## config.mk

```make
export PLATFORM = sky130hd
export DESIGN_NAME = rv_pipe_ctrl
export DESIGN_NICKNAME = d
export VERILOG_FILES = /design/src/rtl/rv_pipe_ctrl.sv
export SDC_FILE = /design/constraint.sdc
export NUM_CORES = 1
export LEC_CHECK = 0
export BUFFER_PORTS_ARGS = -buffer_cell sky130_fd_sc_hd__buf_2
export CAP_MARGIN = 40
export CELL_PAD_IN_SITES_DETAIL_PLACEMENT = 2
export CELL_PAD_IN_SITES_GLOBAL_PLACEMENT = 2
export CORE_ASPECT_RATIO = 1.2
export CORE_MARGIN = 2
export CORE_UTILIZATION = 35
export DETAILED_ROUTE_END_ITERATION = 8
export HOLD_SLACK_MARGIN = 0.15
export PLACE_DENSITY = 0.95
export SYNTH_ARGS = -nofsm -noshare
export SYNTH_HDL_FRONTEND = slang
export SYNTH_SLANG_ARGS = --single-unit
```

## constraint.sdc

```tcl
create_clock -name clk_i -period 3.9 [get_ports clk_i]
set_input_delay 0.39 -clock clk_i [delete_from_list [all_inputs] [get_ports clk_i]]
set_output_delay 0.39 -clock clk_i [all_outputs]
set_load 0.05 [all_outputs]
```

## src/rtl/rv_pipe_ctrl.sv

```systemverilog
`default_nettype none
// ============================================================================
// Module   : rv_pipe_ctrl
// Brief    : uRV pipeline sequencing controller. Turns hazard, redirect and
//            busy conditions into per-stage stall/kill strobes and keeps a
//            saturating stall-cycle counter.
// Revision : 1.0 - initial release
// ============================================================================
module rv_pipe_ctrl #(
  parameter int FLUSH_CYCLES = 2
) (
  input  logic        clk_i,
  input  logic        rst_n_i,
  input  logic        x_valid_i,
  input  logic        x_load_hazard_i,
  input  logic        x_branch_taken_i,
  input  logic        x_mc_start_i,
  input  logic        x_mc_done_i,
  input  logic        w_dm_busy_i,
  input  logic        stall_count_clr_i,
  output logic        f_stall_o,
  output logic        d_stall_o,
  output logic        x_stall_o,
  output logic        d_kill_o,
  output logic        x_kill_o,
  output logic        f_redirect_o,
  output logic [2:0]  state_o,
  output logic [31:0] stall_count_o
);

  typedef enum logic [2:0] {
    RUN      = 3'd0,
    BUBBLE   = 3'd1,
    FLUSH    = 3'd2,
    MC_WAIT  = 3'd3,
    MEM_WAIT = 3'd4
  } state_t;

  // Counter preload leaves FLUSH after the remaining FLUSH_CYCLES-1 cycles,
  // since the redirect cycle itself is the first kill cycle.
  localparam logic [2:0] FLUSH_LOAD = 3'(FLUSH_CYCLES - 1);

  state_t      state;
  state_t      state_nxt;
  logic [2:0]  flush_cnt;
  logic [2:0]  flush_cnt_nxt;
  logic [31:0] stall_count;

  logic f_stall;
  logic d_stall;
  logic x_stall;
  logic d_kill;
  logic x_kill;
  logic redirect;

  // Mealy strobe decode and next-state selection
  always_comb begin
    state_nxt     = state;
    flush_cnt_nxt = flush_cnt;
    f_stall       = 1'b0;
    d_stall       = 1'b0;
    x_stall       = 1'b0;
    d_kill        = 1'b0;
    x_kill        = 1'b0;
    redirect      = 1'b0;
    case (state)
      RUN: begin
        if (w_dm_busy_i) begin
          f_stall   = 1'b1;
          d_stall   = 1'b1;
          x_stall   = 1'b1;
          state_nxt = MEM_WAIT;
        end else if (x_valid_i && x_mc_start_i) begin
          f_stall   = 1'b1;
          d_stall   = 1'b1;
          x_stall   = 1'b1;
          state_nxt = MC_WAIT;
        end else if (x_valid_i && x_branch_taken_i) begin
          redirect = 1'b1;
          d_kill   = 1'b1;
          if (FLUSH_CYCLES > 1) begin
            state_nxt     = FLUSH;
            flush_cnt_nxt = FLUSH_LOAD;
          end
        end else if (x_valid_i && x_load_hazard_i) begin
          f_stall   = 1'b1;
          d_stall   = 1'b1;
          x_kill    = 1'b1;
          state_nxt = BUBBLE;
        end
      end
      BUBBLE: begin
        // Hazard flag is stale here because decode was held last cycle
        if (w_dm_busy_i) begin
          f_stall   = 1'b1;
          d_stall   = 1'b1;
          x_stall   = 1'b1;
          state_nxt = MEM_WAIT;
        end else begin
          state_nxt = RUN;
        end
      end
      FLUSH: begin
        // Branches are ignored: the instruction in X is being killed
        d_kill = 1'b1;
        if (w_dm_busy_i) begin
          f_stall = 1'b1;
          d_stall = 1'b1;
          x_stall = 1'b1;
        end else if (flush_cnt <= 3'd1) begin
          flush_cnt_nxt = 3'd0;
          state_nxt     = RUN;
        end else begin
          flush_cnt_nxt = flush_cnt - 3'd1;
        end
      end
      MC_WAIT: begin
        if (!x_mc_done_i || w_dm_busy_i) begin
          f_stall = 1'b1;
          d_stall = 1'b1;
          x_stall = 1'b1;
        end
        if (x_mc_done_i) begin
          state_nxt = w_dm_busy_i ? MEM_WAIT : RUN;
        end
      end
      MEM_WAIT: begin
        if (w_dm_busy_i) begin
          f_stall = 1'b1;
          d_stall = 1'b1;
          x_stall = 1'b1;
        end else begin
          state_nxt = RUN;
        end
      end
      default: begin
        state_nxt     = RUN;
        flush_cnt_nxt = 3'd0;
      end
    endcase
  end

  // State and flush counter registers
  always_ff @(posedge clk_i or negedge rst_n_i) begin
    if (!rst_n_i) begin
      state     <= RUN;
      flush_cnt <= 3'd0;
    end else begin
      state     <= state_nxt;
      flush_cnt <= flush_cnt_nxt;
    end
  end

  // Saturating stall-cycle counter; clear wins over increment
  always_ff @(posedge clk_i or negedge rst_n_i) begin
    if (!rst_n_i) begin
      stall_count <= 32'd0;
    end else if (stall_count_clr_i) begin
      stall_count <= 32'd0;
    end else if (f_stall_o && (stall_count != 32'hFFFF_FFFF)) begin
      stall_count <= stall_count + 32'd1;
    end
  end

  // Strobes are gated by reset so nothing leaks out while rst_n_i is low
  assign f_stall_o     = rst_n_i & f_stall;
  assign d_stall_o     = rst_n_i & d_stall;
  assign x_stall_o     = rst_n_i & x_stall;
  assign d_kill_o      = rst_n_i & d_kill;
  assign x_kill_o      = rst_n_i & x_kill;
  assign f_redirect_o  = rst_n_i & redirect;
  assign state_o       = state;
  assign stall_count_o = stall_count;

endmodule
`default_nettype wire

```

# Word-level counts from Yosys, hierarchy flattened
# Cells that the tools add are included.
# W data, S select, Z words.
[totals] latch_bits=0 mem_bits_rw=0 reg_bits=38 mem_count=0 romBits=0 out_inout_bits=41 in_bits=9 wordCells=73
[op_classes] n_mux=36 div_mod_pow=0 n_mul=0 order_cmp=1 eq_ne=13 n_addsub=2 bitwise_logic=6 reduce_logical=12 shift=0
[ops] cell="$mux W32" n=2
[ops] cell="$mux W3" n=14
[ops] cell="$add A32 B1 Y32 const B" n=1
[ops] cell="$ne A32 B32 Y1 const B" n=1
[ops] cell="$mux W1" n=15
[ops] cell="$pmux W3 S5" n=1
[ops] cell="$ne A2 B2 Y1 const B" n=7
[ops] cell="$reduce_and A5 Y1" n=2
[ops] cell="$pmux W3 S3" n=1
[ops] cell="$eq A3 B2 Y1 const B" n=2
[ops] cell="$pmux W1 S3" n=2
[ops] cell="$reduce_or A3 Y1" n=2
[ops] cell="$and A1 B1 Y1" n=5
[ops] cell="$ne A5 B5 Y1 const B" n=1
[ops] cell="$logic_and A1 B1 Y1" n=4
[ops] cell="$eq A3 B1 Y1 const B" n=1
[ops] cell="$eq A3 B3 Y1 const B" n=1
[ops] cell="$le A3 B1 Y1 const B" n=1
[ops] cell="$logic_not A3 Y1" n=1
[ops] cell="$sub A3 B1 Y3 const B" n=1
[ops] cell="$pmux W1 S2" n=1
[ops] cell="$reduce_bool A2 Y1" n=1
[ops] cell="$logic_not A1 Y1" n=1
[ops] cell="$logic_or A1 B1 Y1" n=1
[ops] cell="$not A1 Y1" n=1

# Longest topological paths before layout
[depth] ltp_word=10 depth_mapped=8 mapped_depth_nobuf=6

# Worst setup path after synthesis
# Ideal clock, no wire load.
[synth_timing] path_kind="register -> output" from="reg state[1] (netlist: state_o[1])" to="out d_kill_o" path_buffers=1 required_time_ns=3.510 arrival_time_ns=3.290 setup_slack_ns=0.220 path_stages_with_launch=5 cell_sequence="dfrtp_1 buf_6 nor4_1 nor4b_1 a21o_1"
[synth_between] elab_chain_len=3
[synth_lines] item="start: declaration" line="43" rtl="state_t state;"
[synth_lines] item="start signal: assignment" line="149" rtl="state <= state_nxt;"
[synth_lines] item="$eq A3 B2 Y1 or $logic_not A3 Y1 (tied branches)" line="66" rtl="case (state)"
[synth_lines] item="$pmux W1 S2 *" line="66"
[synth_lines] item="$and A1 B1 Y1 *" line="169" rtl="assign d_kill_o = rst_n_i & d_kill;"
[synth_lines] item="end: declaration" line="24" rtl="output logic d_kill_o,"
# Every way passes the cells marked *; elsewhere a longest branch is shown, timed or not.

# Final worst setup path
[layout_timing] from="in rst_n_i" to="reg stall_count[27] (netlist: stall_count_o[27])"
[layout_between] elab_chain_len=3
[layout_lines] item="start: declaration" line="13" rtl="input logic rst_n_i,"
[layout_lines] item="$and A1 B1 Y1" line="166" rtl="assign f_stall_o = rst_n_i & f_stall;"
[layout_lines] item="$logic_and A1 B1 Y1" line="160" rtl="end else if (f_stall_o && (stall_count != 32'hFFFF_FFFF)) begin"
[layout_lines] item="$reduce_bool A2 Y1 (no line)"
[layout_lines] item="end signal: assignment" line="161" rtl="stall_count <= stall_count + 32'd1;"
[layout_lines] item="end: declaration" line="47" rtl="logic [31:0] stall_count;"
# Every way passes these cells.
# A chain may end at the register's enable or synchronous reset.

==> impl_metrics.yaml <==
clocking:
  cts_htree_levels: 2
  clockRootBuffer: "clkbuf_8"
  cts_tree: "yes"
  clock_sinks: 38
  clockBufferDepth: 2
  clkLatencyLatePin_ps: 300
  numCtsBuffers: 5
  clkSlewWorstSetupHoldPaths_ps: 70
pwr:
  cellPowerDensity_mw_per_mm2: 414
  leakagePower_nw: 1.18
  total_power_mw: 1.13
  vdd_drop_max_uv: 171
synthesis:
  synth.most_common_cell: "dfrtp_1"
  yosys_warnings: 0
  synth-seq-cells: 38
  yosysTopAreaCell: "dfrtp_1"
  yosysSeqAreaShare_pct: 40.0
  synth_common_cells: "dfrtp_1, a21oi_1, o21ai_0"
  synth_edf_count: 0
  synth_top_area_share_pct: 40.0
  synth_ff_type: "dfrtp_1"
  async_reset_ff_share_pct: 100
  netlist_top_cells_area: "dfrtp_1, a21oi_1, o21ai_0"
  ys_types: 56
  netlist_instances: 266
  syn_area_mm2: 0.00238
  synth_area_per_cell_um2: 8.93
  synth_nets: 278
global_routing:
  first_global_vias: 2519
  use_met1_pct: 24.1
  top_usage_layer: "met2"
  gr-usage-met2_pct: 40.0
  overflow: 0
  grt_pass1_wl_um: 12500
  grt_max_degree: 54
  antenna_found_initial: 0
  grt_use_met3_pct: 3.94
  grt_usage_pct: 21.5
run_status:
  outcome: "finished, final reports clean"
sta:
  setup_violations: 0
  fmax_mhz: 365
  tightest_slew_ps: 939
  finalCriticalPeriod_ps: 2740
  setup_ws_ps: 1160
  slew_headroom_pct: 37.4
  finalMaxSlewViolations: 0
  rsz0062_at_grt: "no"
  post-route-period-util_pct: 70.2
  setup_tns_ps: 0
  finalHoldViolCount: 0
  finClkSkew_ps: 2.51
final_layout:
  final_cells: 394
  finalNetCount: 321
  post-route-util_pct: 42.2
  diodes: 0
  drive_gt1_share_pct: 22.7
  area_growth_pct: 15.2
drt:
  drc_errors: 0
  wl_per_cell_um: 18.7
  vias: 2277
  wl_um: 7350
  dr.pass1.iters: 4
  drt_iter0_markers: 32
  drtAntennaViolNets: 0
  vias_per_cell: 5.78
placement:
  dp_hpwl_um: 5360
  placed_cells: 386
  port-buffer-count: 49
  place_congestion: 0.813
  place_ws_ps: 1250
die:
  die_h_um: 94.3
  rows: 32
  die_w_um: 79.2
  initial_core_util_pct: 36.6
  fp.coreArea_mm2: 0.00649
  die-area_mm2: 0.00747
  io_pins: 50
setup_path:
  crit_required_ps: 4110
  path_class: "input pin to flop"
  start_kind: "input pin"
  cp_max_fo: 53
  critPathCaptureType: "flop"
  crit_arrival_ps: 2950
flow_run:
  cap_violations: 0
worst_hold_path:
  holdCritPathClass: "input pin to flop"
==> registers in the layout (all words and copies together) (netlist names) <==
register,cells
stall_count_o,32
flush_cnt,3
state_o,3
==> final cells by class <==
cell class	instances	area (um^2)
Inverter	13	48.8
Fill cell	766	3750
Tap cell	85	106
Clock buffer	7	76.3
Multi-Input combinational cell	200	1290
Sequential cell	38	951
Timing Repair Buffer	51	263
==> power breakdown <==
group          switching [mW]  internal, mW  leakage (nW)
logic                   0.277         0.108         0.612
clock network           0.140         0.123        0.0383
registers              0.0635         0.421         0.525
total                   0.481         0.652          1.18
==> final timing paths <==
path                                  start                 to  cells after the start  slack, ps
hold / removal                  w_dm_busy_i         state_o[2]                      3        410
min in group asynchronous           rst_n_i         state_o[1]                      2        460
max in group asynchronous           rst_n_i  stall_count_o[16]                      3       2730
setup reg to reg           stall_count_o[1]  stall_count_o[27]                      6       1160
hold reg to reg                flush_cnt[2]       flush_cnt[2]                      1        490
setup / recovery                    rst_n_i  stall_count_o[27]                      7       1160
==> timing repair <==
action / 4_1_cts / 5_1_grt
endpoints found under the hold margin: 3 / 0
gates resized for setup: 0 / 0
buffers inserted: 0 / 0
hold buffers: 1 / 0
==> cell families (layout without fill, tap and decap cells) <==
kind of cell	Yosys count	after routing	share of synthesized area, %
AO/OA/AOI/OAI	80	80	22.6
XOR/XNOR	3	3	1.11
adder cells (fa/ha/maj)	3	3	1.58
buffers and inverters	28	71	5.63
flip-flops	38	38	40.0
multiplexers	2	2	0.895
AND/OR/NAND/NOR	112	112	28.2
==> worst max-delay path, cell delays in order <==
cell and delay, ps:
dlygate4sd3_1 530, buf_2 180, and2_1 180, a2bb2oi_2 310, a32o_2 830, o21ai_0 310
a21oi_1 220
==> placed cells by master (no fill, tap or decap), types with 5 or more instances in the layout <==
| cell type | Yosys | routed |
|---|---|---|
| buf_2 | 2 | 49 |
| dfrtp_1 | 38 | 38 |
| a21oi_1 | 29 | 29 |
| o21ai_0 | 22 | 22 |
| nand2_1 | 17 | 17 |
| or3_1 | 17 | 17 |
| nor2_1 | 14 | 14 |
| nand3_1 | 14 | 14 |
| inv_1 | 13 | 13 |
| o31ai_1 | 10 | 10 |
| nor3_1 | 9 | 9 |
| or4_1 | 9 | 9 |
| nand4_1 | 6 | 6 |
| clkbuf_8 | 0 | 5 |
==> stage by stage <==
| stage | hold slack (ps) | cell area, um^2 |
|---|---|---|
| floorplan | 94.4 | 2380 |
| global placement | 235 | 2650 |
| detailed placement | 235 | 2650 |
| CTS | 401 | 2740 |
| global route | 425 | 2740 |
| finish | 407 | 2740 |
==> metal layers <==
layer / part of all wire [%] / wire length (um)
met5: 0 / 0
met2: 54 / 3940
met4: 2.1 / 151
met3: 3.6 / 266
met1: 41 / 3000
Power figures use the tool's default switching activity.
